<file path="src/rtl/lfsr_sng_bank.sv">
// lfsr_sng_bank: one Fibonacci LFSR feeding N_CH rotating windows, each compared
// against a per-channel probability to emit one stochastic bit per cycle, with a
// stream controller that frames exactly STREAM_LEN samples per START.
// Optional build macro: LFSR_LOCKUP_GUARD_EN (replace an all-zero next state by RST_SEED).
module lfsr_sng_bank #(
    parameter int unsigned    W          = 16,
    parameter logic [W-1:0]   TAP_MASK   = W'(16'h8016),
    parameter logic [W-1:0]   RST_SEED   = W'(16'hACE1),
    parameter int unsigned    N_CH       = 16,
    parameter int unsigned    OUT_W      = 8,
    parameter int unsigned    STRIDE     = 1,
    parameter int unsigned    STREAM_LEN = 256,
    parameter int unsigned    CNT_W      = $clog2(STREAM_LEN + 1)
) (
    input  logic                    TRIG,
    input  logic                    RESET,
    input  logic                    EN,
    input  logic                    SEED_LD,
    input  logic [W-1:0]            SEED,
    input  logic                    START,
    input  logic [N_CH*OUT_W-1:0]   PROB,
    output logic [N_CH*OUT_W-1:0]   RND,
    output logic [N_CH-1:0]         BITS,
    output logic                    BIT_VLD,
    output logic                    BUSY,
    output logic                    DONE,
    output logic [CNT_W-1:0]        CNT
);

    typedef enum logic {
        S_IDLE = 1'b0,
        S_RUN  = 1'b1
    } state_t;

    state_t          state;
    logic [W-1:0]    d;
    logic [W-1:0]    d_adv;
    logic [W-1:0]    d_pre;
    logic [W-1:0]    d_nxt;
    logic            fb;
    logic            last;
    logic [N_CH-1:0] hit;

    // Fibonacci feedback and one-step advance
    assign fb    = ^(d & TAP_MASK);
    assign d_adv = {d[W-2:0], fb};

    // Next LFSR state: seed load wins over advance; otherwise hold
    always_comb begin
        d_pre = d;
        if (SEED_LD) begin
            d_pre = SEED;
        end else if (EN) begin
            d_pre = d_adv;
        end
    end

`ifdef LFSR_LOCKUP_GUARD_EN
    // Never let the register settle in the all-zero lockup state
    assign d_nxt = (d_pre == '0) ? RST_SEED : d_pre;
`else
    assign d_nxt = d_pre;
`endif

    // Rotating windows (wrapping around the register) and per-channel compare
    for (genvar k = 0; k < N_CH; k++) begin : g_ch
        for (genvar i = 0; i < OUT_W; i++) begin : g_bit
            localparam int unsigned SRC = (k * STRIDE + i) % W;
            assign RND[k*OUT_W + i] = d[SRC];
        end
        assign hit[k] = RND[k*OUT_W +: OUT_W] < PROB[k*OUT_W +: OUT_W];
    end

    assign last = (CNT == CNT_W'(STREAM_LEN - 1));
    assign BUSY = (state == S_RUN);

    // LFSR state, stream FSM and registered sample outputs
    always_ff @(posedge TRIG or negedge RESET) begin
        if (!RESET) begin
            d       <= RST_SEED;
            state   <= S_IDLE;
            BITS    <= '0;
            BIT_VLD <= 1'b0;
            DONE    <= 1'b0;
            CNT     <= '0;
        end else begin
            d       <= d_nxt;
            BIT_VLD <= 1'b0;
            DONE    <= 1'b0;
            case (state)
                S_IDLE: begin
                    if (!SEED_LD && START) begin
                        state <= S_RUN;
                        CNT   <= '0;
                    end
                end
                S_RUN: begin
                    if (SEED_LD) begin
                        state <= S_IDLE;
                        CNT   <= '0;
                    end else if (EN) begin
                        BITS    <= hit;
                        BIT_VLD <= 1'b1;
                        CNT     <= CNT + CNT_W'(1);
                        if (last) begin
                            DONE  <= 1'b1;
                            state <= S_IDLE;
                        end
                    end
                end
            endcase
        end
    end

endmodule

</file>
<file path="config.mk">
export PLATFORM = sky130hd
export DESIGN_NAME = lfsr_sng_bank
export DESIGN_NICKNAME = d
export VERILOG_FILES = /design/src/rtl/lfsr_sng_bank.sv
export SDC_FILE = /design/constraint.sdc
export NUM_CORES = 1
export LEC_CHECK = 0
export CAP_MARGIN = 40
export CORE_MARGIN = 2
export CORE_UTILIZATION = 37
export CTS_CLUSTER_SIZE = 10
export DETAILED_ROUTE_END_ITERATION = 6
export HOLD_SLACK_MARGIN = 0.06
export PLACE_DENSITY = 0.8
export SLEW_MARGIN = 20
export SYNTH_ARGS = -nofsm -noshare
export SYNTH_HDL_FRONTEND = slang
export SYNTH_SLANG_ARGS = --single-unit
export TNS_END_PERCENT = 20
</file>
<file path="constraint.sdc">
create_clock -name TRIG -period 1.6 [get_ports TRIG]
set_input_delay 0.32 -clock TRIG [delete_from_list [all_inputs] [get_ports TRIG]]
set_output_delay 0.32 -clock TRIG [all_outputs]
set_load 0.05 [all_outputs]
</file>
==> impl_metrics.env <==
export IMPL_ys_seq_area_frac=0.198
export IMPL_fmax_ghz=0.597
export IMPL_crit_path_start_kind="flop"
export IMPL_status="finished, violations left"
export IMPL_maxCapViolCount=0
export IMPL_hpwl_um=15200
export IMPL_io_buffers=304
export IMPL_postLayoutCoreUtil=0.723
export IMPL_vias=5602
export IMPL_final_nets=1208
export IMPL_synth_area_leader_cell="ha_1"
export IMPL_area_delta_synth_final_pct=89.0
export IMPL_synth_cell_types=30
export IMPL_insertedDiodeCount=0
export IMPL_critical_path_required_ns=1.28
export IMPL_cts_max_path_buffers=2
export IMPL_skew_ns=0.00436
export IMPL_die_w_um=127
export IMPL_routabilityCongestion=0.830
export IMPL_drc_errors=0
export IMPL_path_clk_slew_ns=0.07
export IMPL_crit_arrival_ns=1.36
export IMPL_cts_tree="built"
export IMPL_ys_warn_count=0
export IMPL_dr_pass1_iters=4
export IMPL_place_inst=1100
export IMPL_cts_htree_levels=2
export IMPL_r2r_cells=6
export IMPL_ys_top_cells_by_area="ha_1, dfrtp_1, buf_4"
export IMPL_critPathKind="reg -> out"
export IMPL_numCtsBuffers=5
export IMPL_clock_latency_ns=0.28
export IMPL_core_area_sq_um=14600
export IMPL_setup_worst_path_end_class="output port"
export IMPL_irDropWorstVdd_mv=0.535
export IMPL_rsz0062_at_grt="yes"
export IMPL_synth_edf_count=0
export IMPL_post_place_ws_ns=-0.262
export IMPL_initial_utilization=0.382
export IMPL_detail_route_antenna_nets=0
export IMPL_async_flop_share=1.00
export IMPL_totalNegativeSetupSlack_ns=-2.42
export IMPL_rr_endpoint="BITS[0]"
export IMPL_setup_slack_ns=-0.0758
export IMPL_viasPerCell=4.96
export IMPL_cts_sinks=44
export IMPL_tightest_slew_ns=0.383
export IMPL_routed_wl_um=19500
export IMPL_syn_num_nets=944
export IMPL_fill_cells=962
export IMPL_p_leak_uw=0.00518
export IMPL_drive_gt1_frac=0.314
export IMPL_grt_max_degree=33
export IMPL_pwr_density_cell_nw_per_um2=819
export IMPL_grt_pass1_vias=6020
export IMPL_reg2reg_slack_ns=-0.05
export IMPL_clock_root_buffer="clkbuf_16"
export IMPL_drtIter0Drc=247
export IMPL_ys_seq_elements=44
export IMPL_netlist_instances=681
export IMPL_wl_per_cell_um=17.3
export IMPL_maxSlewHeadroom=0.744
export IMPL_syn_area_per_cell_sq_um=8.22
export IMPL_gr_total_overflow=0
export IMPL_io_pin_count=305
export IMPL_fin_cells=1130
export IMPL_hold_violations=0
export IMPL_ys_flop_type="dfrtp_1"
export IMPL_antenna_found_initial=0
export IMPL_grt_total_usage=0.233
export IMPL_violations="negative setup slack"
export IMPL_crit_start="d[13]"
export IMPL_slew_viol_final=0
export IMPL_dieArea_sq_um=16100
export IMPL_setup_violations=62
export IMPL_grt_pass1_wl_um=30100
export IMPL_r2r_start="d[0]"
export IMPL_ys_top_cells_by_count="ha_1, inv_1, buf_4"
export IMPL_min_path_type="in -> reg"
export IMPL_power_uw=8670
export IMPL_yosysMostFrequentCell="ha_1"
export IMPL_netlist_area_leader_share=0.255
export IMPL_crit_path_max_fanout=6
export IMPL_fin_crit_sh=1.05
export IMPL_syn_area_sq_um=5600
export IMPL_period_minus_slack_ns=1.68
export IMPL_rows=44
export IMPL_worstSetupEndpoint="RND[83]"
export IMPL_die_y_um=127
-- layer usage --
metal  share of wire  global-route usage  up-vias
met1            0.37               0.247     2611
met4           0.023              0.0666        0
met5               0                   0        -
met3           0.079              0.0578       32
met2            0.53               0.452      246
li1                -                   -     2713
-- cells in the final DEF (no fill, tap or decap), types with 6 or more instances in the layout --
| cell | n |
|---|---|
| inv_1 | 113 |
| ha_4 | 13 |
| buf_4 | 65 |
| mux2i_1 | 16 |
| a211o_1 | 16 |
| a21oi_2 | 14 |
| clkbuf_16 | 6 |
| dfrtp_1 | 28 |
| a21oi_1 | 34 |
| dfstp_4 | 8 |
| o2111ai_1 | 11 |
| clkdlybuf4s50_1 | 146 |
| nor2_1 | 6 |
| o21ai_0 | 29 |
| nor2b_1 | 17 |
| o21ai_1 | 10 |
| buf_6 | 11 |
| o21a_1 | 16 |
| buf_12 | 152 |
| nand2_1 | 75 |
| ha_1 | 101 |
| a2bb2oi_1 | 13 |
| dfrtp_2 | 7 |
-- kinds of logic (layout without fill, tap and decap cells) --
| kind of cell | count (synthesis) | count (layout) | synth area share |
|---|---|---|---|
| buf+inv | 237 | 502 | 0.240 |
| fa+ha+maj | 114 | 114 | 0.255 |
| compound gates | 155 | 155 | 0.179 |
| mux | 16 | 16 | 0.0286 |
| flops | 44 | 44 | 0.198 |
| xor+xnor | 9 | 9 | 0.0141 |
| simple gates | 106 | 106 | 0.0845 |
-- area by class of cell --
cell class | instances | area (sq um) | area share
multi-input cells | 400 | 3420 | 0.323
inverters | 114 | 433 | 0.0409
flip-flops and latches | 44 | 1150 | 0.109
clock inverters | 2 | 15.0 | 0.00142
well taps | 184 | 230 | 0.0218
clock buffers | 6 | 150 | 0.0142
repair buffers | 380 | 5180 | 0.490
-- how the worst min path moves through the flow --
stage,from,endpoint,slack (ns),cells past startpoint
2_1_floorplan,RESET,BITS[0],0.02,0
3_3_place_gp,RESET,CNT[5],0.24,1
3_5_place_dp,RESET,CNT[5],0.24,1
5_1_grt,EN,DONE,0.38,2
6_report,EN,DONE,0.38,2
4_1_cts,EN,DONE,0.37,2
-- critical path: stages, from the launching register on --
cell,delay [ns]
dfstp_4,0.66
buf_6,0.13
buf_12,0.14
buf_12,0.14
-- report_power, final --
group	switching [uW]	leakage, uW	internal [uW]
registers	257	0.000536	1310
clock network	477	0.0000829	682
logic	3090	0.00456	2860
-- what timing repair did --
item / in CTS / in global routing
pin swaps: 9 / 34
buffers inserted: 13 / 8
setup endpoints to repair: 117 / 103
hold endpoints to repair: 12 / 0
resized for setup: 36 / 49
hold buffers: 1 / 0
-- registers in the layout, summed over array words and instances, names as in the netlist --
name     cells
BITS        16
DONE         1
BIT_VLD      1
d           16
BUSY         1
CNT          9
-- metrics by stage --
stage / hold slack, ns / area (sq um)
after floorplan: 0.0244 / 5660
after global placement: 0.243 / 9830
after detailed placement: 0.243 / 9830
after CTS: 0.371 / 10200
after global routing: 0.380 / 10600
final: 0.382 / 10600
Note: power is estimated with default switching activity, not from simulation.
==> variant 1: new RTL, same flow settings <==
Set the parameter `N_CH` to 8 (it was 16).
--- a/src/rtl/lfsr_sng_bank.sv
+++ b/src/rtl/lfsr_sng_bank.sv
@@ -6,7 +6,7 @@
     parameter int unsigned    W          = 16,
     parameter logic [W-1:0]   TAP_MASK   = W'(16'h8016),
     parameter logic [W-1:0]   RST_SEED   = W'(16'hACE1),
-    parameter int unsigned    N_CH       = 16,
+    parameter int unsigned    N_CH       = 8,
     parameter int unsigned    OUT_W      = 8,
     parameter int unsigned    STRIDE     = 1,
     parameter int unsigned    STREAM_LEN = 256,
Ports: changed (resized BITS, PROB and RND); port bits go from 305 to 169. The function was not compared with the original's and may differ.
==> variant 1 against the unedited design <==
The flow still finishes with violations (negative setup slack). Worst setup slack about the same. Sequential cell count down 8. Non-clock buffer count decreased by 163. Routed wire length fell by 44%. Global-route usage decreased by 2.2 points. Critical path depth grew 1. Synthesized area is 37% lower. Synthesized cell count fell by 39%. Total power decreased by 43%. Design area decreased by 41%. Sequential power fell by 25%.
==> variant 1: results (changes against the unedited design) <==
** STA
- The pin slew with the least headroom to its limit was 0.470 ns (was 0.383 ns).
- The total negative slack is -0.309 ns (was -2.42 ns).
- Final setup fails :: 9 (was 62)
- PnR worst setup slack :: -0.0756 ns (was -0.0758 ns)

** Power
- Leakage power of the design :: 3.03 nW (was 5.18 nW)
- The peak ir drop on the vdd network is 0.469 mV (was 0.535 mV).

** Worst setup path
- RR Endpoint :: BITS[1] (was BITS[0])
- Crit path largest cell delay :: 0.68 ns (was 0.66 ns)
- The cell type of the slowest stage on the worst timing path is sky130_fd_sc_hd__dfstp_2 (was sky130_fd_sc_hd__dfstp_4).
- The critical path class was reg2reg (was reg2out).

** Yosys
- The post-synthesis net count was 560 (was 944).
- Synth cell types :: 33 (was 30)
- Commonest cells post-synth :: sky130_fd_sc_hd__buf_4, sky130_fd_sc_hd__inv_1, sky130_fd_sc_hd__ha_1 (was sky130_fd_sc_hd__ha_1, sky130_fd_sc_hd__inv_1, sky130_fd_sc_hd__buf_4)

** Drt
- Routed metal-1 wire length :: 4150 um (was 7230 um)
- The aggregate routed wire length was 10900 um (was 19500 um).
- The violation count after the first detailed-route iteration is 143 (was 247).

** Global route
- The first-pass GRT wire length came to 17300 um (was 30100 um).
- GR Util All Layers :: 0.211 (was 0.233)
- Vias in the first global route :: 3701 (was 6020)

** Outcome
- Outcome :: finished, violations left (unchanged)
- Violations in the final reports: negative setup slack (unchanged).

** Place
- Cell Area, Placed :: 5940 um^2 (was 9830 um^2)
- The global placement routability congestion was 0.894 (was 0.830).
- Number of buffers inserted by port buffering :: 168 (was 304)
- The pre-CTS setup slack came to -0.266 ns (was -0.262 ns).

** Clock tree
- The CTS root buffer is sky130_fd_sc_hd__clkbuf_8 (was sky130_fd_sc_hd__clkbuf_16).

** Final layout
- Ratio of cells with drive above 1 in the final layout :: 0.292 (was 0.314)
variant 1: cell count changes in the layout (fill, tap and decap cells not counted), moves of 10 or more:
cell / before / now
sky130_fd_sc_hd__buf_4: 65 / 51
sky130_fd_sc_hd__a21oi_1: 34 / 24
sky130_fd_sc_hd__ha_1: 101 / 55
sky130_fd_sc_hd__buf_12: 152 / 80
sky130_fd_sc_hd__nand2_1: 75 / 50
sky130_fd_sc_hd__a21oi_2: 14 / 2
sky130_fd_sc_hd__buf_6: 11 / 0
sky130_fd_sc_hd__clkdlybuf4s50_1: 146 / 83
sky130_fd_sc_hd__inv_1: 113 / 59
sky130_fd_sc_hd__ha_4: 13 / 3
variant 1: timing repair:
action	4_1_cts	5_1_grt
hold buffers	1	0
gates resized for setup	8	14
endpoints found under the setup margin	37	45
buffers inserted	4	0
pin swaps	2	3
hold endpoints to repair	14	0
variant 1: cell families (layout without fill, tap and decap cells):
family,after synthesis,count (layout),share of synthesized area
AO/OA/AOI/OAI,93,93,0.165
AND/OR/NAND/NOR,74,74,0.0942
buffers and inverters,133,285,0.215
adder cells (fa/ha/maj),58,58,0.205
multiplexers,17,17,0.0481
XOR/XNOR,6,6,0.0149
flip-flops,36,36,0.258
variant 1: critical path, delay by kind of cell (launching register included):
kind,cells,cell delay [ns]
fa+ha+maj,1,0.30
flops,1,0.68
compound gates,3,0.62
variant 1: layout make-up:
class                      count  area (um^2)
clock buffer                   6         72.6
clock inverter                 2         35.0
sequential                    36          918
inverter                      60          226
tap                          129          161
multi-input combinational    248         1930
fill                         699         3050
timing repair buffer         217         2850
variant 1: power breakdown:
part           switching (W)  internal [W]  leakage, nW
combinational        0.00154       0.00141         2.54
sequential          0.000140       0.00103        0.435
clock               0.000348      0.000463       0.0552
total                0.00202       0.00290         3.03
==> variant 2: new RTL, same flow settings <==
Made on the original files. Compare `CNT` against `CNT_W'(STREAM_LEN - 1)` with >= in place of ==.
--- a/src/rtl/lfsr_sng_bank.sv
+++ b/src/rtl/lfsr_sng_bank.sv
@@ -71,7 +71,7 @@
         assign hit[k] = RND[k*OUT_W +: OUT_W] < PROB[k*OUT_W +: OUT_W];
     end
 
-    assign last = (CNT == CNT_W'(STREAM_LEN - 1));
+    assign last = (CNT >= CNT_W'(STREAM_LEN - 1));
     assign BUSY = (state == S_RUN);
 
     // LFSR state, stream FSM and registered sample outputs
Behaviour: no difference found for any inputs over 4 cycles, from zero or initial values and one cycle with RESET low; that may be too few to reach the edited logic, so the function may still have changed.
==> variant 2 against the unedited design <==
The flow still finishes with violations (negative setup slack). Final cell count rose by 2.8%. Non-clock buffer count is 26 higher. Register-to-register slack got worse by 0.07 ns. Design area grew 5.2%. Worst setup slack got worse by 0.056 ns. Synthesized area up 0.54%. Utilization grew 1.8 points. Total power is 3.4% higher. Sequential cell count did not move. Routed wire length grew 10%. Critical endpoint is now RND[85]. Highest routed layer unchanged.
==> variant 2: results (changes against the unedited design) <==
** Outcome
- Outcome :: finished, violations left (unchanged)
- Violations in the final reports :: negative setup slack (unchanged)

** Drt
- Routed length per placed instance :: 18.5 um (was 17.3 um)
- The via density per instance was 5.09 (was 4.96).
- Initial DRC Count :: 277 (was 247)

** Power
- Peak VDD IR :: 0.544 mV (was 0.535 mV)
- Net switching power of the design :: 0.00396 W (was 0.00382 W)
- The power attributed to the clock group was 0.00102 W (was 0.00116 W).
- Leakage power of the design :: 5.36 nW (was 5.18 nW)
- Combinational power :: 0.00637 W (was 0.00595 W)
- Internal Power :: 0.00500 W (was 0.00484 W)

** Place
- The cell area after placement was 10100 um^2 (was 9830 um^2).
- Post-detail-place hpwl :: 15600 um (was 15200 um)
- RePlAce Congestion :: 0.799 (was 0.830)

** Global route
- The pin count of the biggest net entering global routing came to 45 (was 33).

** Worst setup path
- The data arrival time of the worst path came to 1.41 ns (was 1.36 ns).
- The number of cells on the worst reg-to-reg path is 5 (was 6).
- The worst setup slack for register-to-register paths came to -0.12 ns (was -0.05 ns).

** Yosys
- Sequential-to-total area share from yosys stat :: 0.197 (was 0.198)
- Cell types occupying the most area after synthesis :: sky130_fd_sc_hd__ha_1, sky130_fd_sc_hd__dfrtp_1, sky130_fd_sc_hd__buf_4 (unchanged)
- The count of unique library cells instantiated by Yosys is 31 (was 30).
- The xor/xnor share of the synthesized area was 0.0140 (was 0.0141).

** Final layout
- Final #Nets :: 1236 (was 1208)
- Ratio of cells with drive above 1 in the final layout :: 0.362 (was 0.314)
- Number of fill cells :: 943 (was 962)

** STA
- The pin slew with the least headroom to its limit is 0.417 ns (was 0.383 ns).
- The number of endpoints failing setup at the final stage came to 72 (was 62).
- Final total negative setup slack :: -3.80 ns (was -2.42 ns)
- The worst clock skew came to 0.00537 ns (was 0.00436 ns).
- PnR worst setup slack :: -0.132 ns (was -0.0758 ns)

** Worst hold path
- The classification of the worst-slack hold path was reg2reg (was in2reg).
-- variant 2: changes by cell type after synthesis, sizes merged --
cell,before,now
nand3,1,0
nor2,6,5
o22ai,1,2
nand2,76,77
nand4,3,2
and3,1,2
and4,0,2
-- variant 2: area by class of cell --
cell class              instances  area, um^2  share of cell area
multi-input cells             402        3600               0.324
clock buffers                   7         133              0.0119
clock inverters                 1        5.00            0.000449
well taps                     188         235              0.0211
repair buffers                406        5570               0.500
flip-flops and latches         44        1160               0.104
inverters                     114         430              0.0387
-- variant 2: logic make-up after synthesis --
| kind of cell | count (synthesis) |
|---|---|
| buf+inv | 237 |
| compound gates | 156 |
| fa+ha+maj | 114 |
| simple gates | 107 |
| flops | 44 |
| mux | 16 |
| xor+xnor | 9 |
-- variant 2: repair_timing --
item	in CTS	in global routing
hold buffers	1	0
hold endpoints to repair	36	0
pin swaps	10	40
buffers inserted	16	13
endpoints found under the setup margin	121	120
gates cloned	1	0
gates resized for setup	40	80
-- variant 2: stage by stage --
step | std cells | hold slack [ns] | util
after detailed placement | 1124 | 0.328 | 0.670
final | 1162 | 0.535 | 0.741
after floorplan | 683 | 0.0244 | -
after global routing | 1162 | 0.555 | 0.741
after global placement | 1124 | 0.325 | 0.670
after CTS | 1150 | 0.527 | 0.702
-- variant 2: path summary, 6_finish.rpt --
kind / start / to
max reg2reg: d[11] / BITS[6]
max: d[15] / RND[85]
max in group asynchronous: RESET / d[5]
min in group asynchronous: RESET / CNT[4]
min reg2reg: BITS[7] / BITS[7]
min: BITS[7] / BITS[7]
-- variant 2: per-layer routing --
metal  track usage  part of all wire  wire, um
met5             0                 0         0
met4        0.0711             0.027       583
met3        0.0507             0.072      1540
met2         0.456              0.54     11600
met1         0.257              0.36      7710
